**src/rtl/pipeline_controller.sv**
```systemverilog
// Hazard/sequencing controller for the 5-stage pipeline: RAW stalls via a shadow
// occupancy pipe, MEM redirect flushes, and halt -> drain -> MainMemory dump sequencing.
module pipeline_controller #(
  parameter int MEM_WORDS = 512
) (
  input  logic        CLK,
  input  logic        RESET_N,
  input  logic        instr_valid_D,
  input  logic [4:0]  rs_addr_D,
  input  logic [4:0]  rt_addr_D,
  input  logic        uses_rs_D,
  input  logic        uses_rt_D,
  input  logic        wb_en_D,
  input  logic [4:0]  wb_addr_D,
  input  logic        halt_D,
  input  logic        redirect_M,
  input  logic        dump_ready,
  output logic        stall_F,
  output logic        stall_D,
  output logic        bubble_E,
  output logic        flush_D,
  output logic        flush_E,
  output logic        dump_valid,
  output logic [31:0] dump_addr,
  output logic        halted
);

  typedef enum logic [1:0] {RUN, DRAIN, DUMP, DONE} state_t;

  typedef struct packed {
    logic       occ;
    logic       wr;
    logic [4:0] dst;
  } shadow_t;

  localparam logic [31:0] LAST_WORD = 32'(MEM_WORDS - 1);

  state_t      state_reg, state_next;
  shadow_t     e_reg, m_reg, w_reg;
  shadow_t     e_next, m_next, w_next;
  logic [31:0] cnt_reg, cnt_next;

  logic redirect_eff, match_rs, match_rt, hazard, issue, pipe_empty, dump_fire;

  function automatic logic hit(input shadow_t s, input logic [4:0] a);
    return s.wr && (s.dst == a);
  endfunction

  always_ff @(posedge CLK or negedge RESET_N) begin
    if (!RESET_N) begin
      state_reg <= RUN;
      e_reg     <= '0;
      m_reg     <= '0;
      w_reg     <= '0;
      cnt_reg   <= '0;
    end else begin
      state_reg <= state_next;
      e_reg     <= e_next;
      m_reg     <= m_next;
      w_reg     <= w_next;
      cnt_reg   <= cnt_next;
    end
  end

  always_comb begin
    state_next = state_reg;
    cnt_next   = cnt_reg;
    e_next     = '0;
    m_next     = e_reg;
    w_next     = m_reg;
    stall_F    = 1'b0;
    stall_D    = 1'b0;
    bubble_E   = 1'b0;
    flush_D    = 1'b0;
    flush_E    = 1'b0;
    dump_valid = 1'b0;
    dump_addr  = '0;
    halted     = 1'b0;

    // The pipe is already empty in DUMP/DONE, so a redirect there means nothing.
    redirect_eff = redirect_M & ((state_reg == RUN) | (state_reg == DRAIN));

    match_rs = (rs_addr_D != 5'd0) &&
               (hit(e_reg, rs_addr_D) || hit(m_reg, rs_addr_D) || hit(w_reg, rs_addr_D));
    match_rt = (rt_addr_D != 5'd0) &&
               (hit(e_reg, rt_addr_D) || hit(m_reg, rt_addr_D) || hit(w_reg, rt_addr_D));
    hazard   = instr_valid_D & ((uses_rs_D & match_rs) | (uses_rt_D & match_rt));
    issue    = (state_reg == RUN) & instr_valid_D & ~hazard & ~halt_D & ~redirect_M;

    pipe_empty = ~(e_reg.occ | m_reg.occ | w_reg.occ);
    dump_fire  = (state_reg == DUMP) & dump_ready;

    // Redirect squashes the EX instruction; the branch in MEM still retires.
    if (redirect_eff) begin
      m_next = '0;
    end else if (issue) begin
      e_next = {1'b1, wb_en_D & (wb_addr_D != 5'd0), wb_addr_D};
    end

    if (dump_fire) begin
      cnt_next = cnt_reg + 32'd1;
    end

    case (state_reg)
      RUN: begin
        if (instr_valid_D & halt_D & ~redirect_M) state_next = DRAIN;
      end
      DRAIN: begin
        if (redirect_M) begin
          state_next = RUN;
        end else if (pipe_empty) begin
          state_next = DUMP;
          cnt_next   = '0;
        end
      end
      DUMP: begin
        if (dump_fire && (cnt_reg == LAST_WORD)) state_next = DONE;
      end
      DONE: state_next = DONE;
    endcase

    // Outputs are forced low for as long as reset is held.
    if (RESET_N) begin
      flush_D    = redirect_eff;
      flush_E    = redirect_eff;
      stall_F    = ~redirect_eff & (hazard | halt_D | (state_reg != RUN));
      stall_D    = stall_F;
      bubble_E   = ~redirect_eff & ~issue;
      dump_valid = (state_reg == DUMP);
      dump_addr  = {cnt_reg[29:0], 2'b00};
      halted     = (state_reg == DONE);
    end
  end

endmodule

```
**config.mk**
```make
export PLATFORM = sky130hd
export DESIGN_NAME = pipeline_controller
export DESIGN_NICKNAME = d
export VERILOG_FILES = /design/src/rtl/pipeline_controller.sv
export SDC_FILE = /design/constraint.sdc
export NUM_CORES = 1
export LEC_CHECK = 0
export CAP_MARGIN = 10
export CORE_UTILIZATION = 46
export CTS_CLUSTER_SIZE = 40
export DETAILED_ROUTE_END_ITERATION = 7
export PLACE_DENSITY = 0.86
export SYNTH_ARGS = -nofsm -noshare
export SYNTH_HDL_FRONTEND = slang
export SYNTH_SLANG_ARGS = --single-unit
```
**constraint.sdc**
```tcl
create_clock -name CLK -period 2.6 [get_ports CLK]
set_clock_uncertainty 0.2 [all_clocks]
set_input_delay 0.65 -clock CLK [delete_from_list [all_inputs] [get_ports CLK]]
set_output_delay 0.65 -clock CLK [all_outputs]
set_load 0.1 [all_outputs]
```
==> impl_metrics.json <==
{
  "synth_ff_type": "dfrtp_1",
  "grt_setup_unrepaired": "true",
  "holdBufCountCts": 0,
  "insertion_delay_ns": 0.31,
  "combPwrFrac": 0.305,
  "power_density_nw_per_um2": 540,
  "boundaryPins": 63,
  "fin_cells": 466,
  "place_congestion": 0.900,
  "die_area_um2": 6910,
  "antenna_cells": 0,
  "drtIter0Drc": 85,
  "synth_common_cells": "dfrtp_1, xor2_1, and2_1, nor2_1, nand2_1",
  "synth_cell_types": 38,
  "reg2reg_depth": 7,
  "dp.cells": 458,
  "antenna_found_initial": 0,
  "synth_cells": 308,
  "grt_pass1_wl_mm": 12.6,
  "async_reset_ff_frac": 1.00,
  "grt-ovfl-total": 0,
  "htreeDepth": 2,
  "switching_share": 0.339,
  "avgSynthCellArea_um2": 9.83,
  "worstSetupStartpointType": "primary input",
  "fin_hold_ws_ns": 0.137,
  "cts_made_buffers": 5,
  "std_cell_rows": 29,
  "synth_edf_count": 0,
  "die_w_um": 83.1,
  "die_h_um": 83.1,
  "wirelength_mm": 7.40,
  "ys_seq_elements": 55,
  "ys_seq_area_frac": 0.455,
  "violations": "setup timing",
  "vias": 2522,
  "wire_per_inst_um": 15.9,
  "maxSlewViolCount": 0,
  "min_period_over_period": 1.23,
  "r2r_end": "e_reg[1]",
  "cp_max_fo": 4,
  "antenna_left": 0,
  "routed_via_density": 5.41,
  "clk_path_buf_depth": 2,
  "min_path_type": "primary input to asynchronous set/reset pin",
  "yosysTopAreaCellShare": 0.455,
  "drt-pass1-iter-count": 4,
  "setup_violations": 3,
  "cts-root-buf": "clkbuf_8",
  "synth_warnings": 0,
  "path_class": "primary input to output pin",
  "leakage_nw": 2.08,
  "cellInternalPower_mw": 1.57,
  "drc": 0,
  "synth_top_area_cell": "dfrtp_1",
  "clock_sinks": 55,
  "synth_area_leaders": "dfrtp_1, xor2_1, and2_1",
  "portBuffers": 60,
  "start_util": 0.477,
  "grt_pass1_vias": 2574,
  "largest_reg_flops": 32,
  "crit_start": "rt_addr_D[0]",
  "hold_violations": 0,
  "pwr-share-seq": 0.413,
  "cts_tree": "done",
  "end_kind": "output pin",
  "max_freq_mhz": 312,
  "dpl.hpwl_mm": 5.36,
  "clockPowerShare": 0.281,
  "worst_slack_ns": -0.607,
  "r2r_slack_ns": 0.43,
  "core_area_um2": 6350,
  "r2r-start": "e_reg[0]",
  "grt_start_max_net_pins": 57,
  "p_sw_uw": 807,
  "worstPathRequired_ns": 1.75,
  "status": "finished, violations left",
  "arrival_ns": 2.36,
  "cap_violations": 0,
  "max-vdd-ir-drop_mv": 0.709,
  "layout-drive-gt1-share": 0.242,
  "finalPower_mw": 2.38,
  "syn_area_um2": 3030,
  "synth.most_common_cell": "dfrtp_1",
  "clk_pin_slew_ns": 0.10,
  "area_growth_pct": 45.5,
  "fin_crit_ns": 3.21,
  "track_usage": 0.228,
  "nNetsFinal": 413
}
-- per-stage QoR --
stage | TNS (ns) | instance area [um^2] | util | setup slack, ns
global placement | -4.33 | 4270 | 0.672 | -0.958
detailed placement | -5.27 | 4270 | 0.672 | -1.05
global route | -1.99 | 4410 | 0.694 | -0.698
floorplan | -2.01 | 3080 | - | -0.801
finish | -1.73 | 4410 | 0.694 | -0.607
CTS | -1.64 | 4410 | 0.694 | -0.562
-- critical path, cell delays in order --
cell and delay [ns]:
dlygate4sd2_1 0.31, xor2_1 0.17, nor4_1 0.23, nand3_1 0.13, and3_4 0.20, o32a_4 0.22
a21oi_4 0.23, buf_12 0.21
-- cell usage in the layout, fill, tap and decap left out, types with 3 or more instances in the layout --
cell type / netlist / final
dfrtp_1: 55 / 55
nor2_1: 37 / 35
clkdlybuf4s50_1: 0 / 11
xnor2_1: 11 / 11
clkbuf_8: 0 / 5
nand4_1: 6 / 6
nand2_1: 18 / 18
xor2_1: 48 / 48
o21ai_0: 3 / 3
nor4_1: 12 / 12
buf_2: 0 / 4
buf_12: 0 / 39
and3_1: 12 / 11
and2_1: 38 / 38
and4_1: 4 / 4
nand3_1: 16 / 16
nor3_1: 3 / 3
inv_1: 3 / 3
clkdlybuf4s15_2: 0 / 3
buf_4: 5 / 20
dlygate4sd2_1: 0 / 3
-- worst max-delay path by stage --
stage | to | depth (start not counted)
6_report | stall_D | 8
5_1_grt | stall_D | 7
4_1_cts | stall_D | 8
2_1_floorplan | stall_F | 7
3_5_place_dp | stall_D | 8
3_3_place_gp | stall_D | 8
-- per-layer routing --
layer  track usage  vias to the layer above  part of all wire
met1         0.287                     1223              0.42
met3        0.0427                       18             0.047
met4        0.0831                        0             0.028
met2         0.391                       87              0.50
met5             0                        -                 0
li1              -                     1194                 -
-- logic make-up (layout without fill, tap and decap cells) --
| kind of cell | count (synthesis) | in the layout | share of synthesized area |
|---|---|---|---|
| compound gates | 11 | 11 | 0.0277 |
| mux | 1 | 1 | 0.00331 |
| fa+ha+maj | 1 | 1 | 0.00413 |
| flops | 55 | 55 | 0.455 |
| buf+inv | 14 | 94 | 0.0236 |
| simple gates | 166 | 166 | 0.315 |
| xor+xnor | 59 | 59 | 0.171 |
| other cells | 1 | 2 | 0.00124 |
-- cell type report --
cell class	instances	area, um^2
fillers	447	1940
multi-input cells	240	1630
flip-flops and latches	55	1380
repair buffers	83	1160
well taps	77	96.3
clock buffers	5	68.8
clock inverters	3	67.6
inverters	3	11.3
-- what timing repair did --
item                                    4_1_cts  5_1_grt
pin swaps                                    13        0
resized for setup                            39        0
cloned                                        0        0
endpoints found under the setup margin       10        3
setup buffers                                 0        0
hold endpoints to repair                      0        0
-- power by group through the flow --
stage          clock (mW)  sequential [mW]  combinational (mW)
2_1_floorplan           0            0.979               0.462
3_3_place_gp            0            0.993               0.719
3_5_place_dp            0            0.998               0.730
4_1_cts             0.684            0.981               0.732
5_1_grt             0.727            0.991               0.762
6_report            0.669            0.983               0.726
Power figures use the tool's default switching activity.
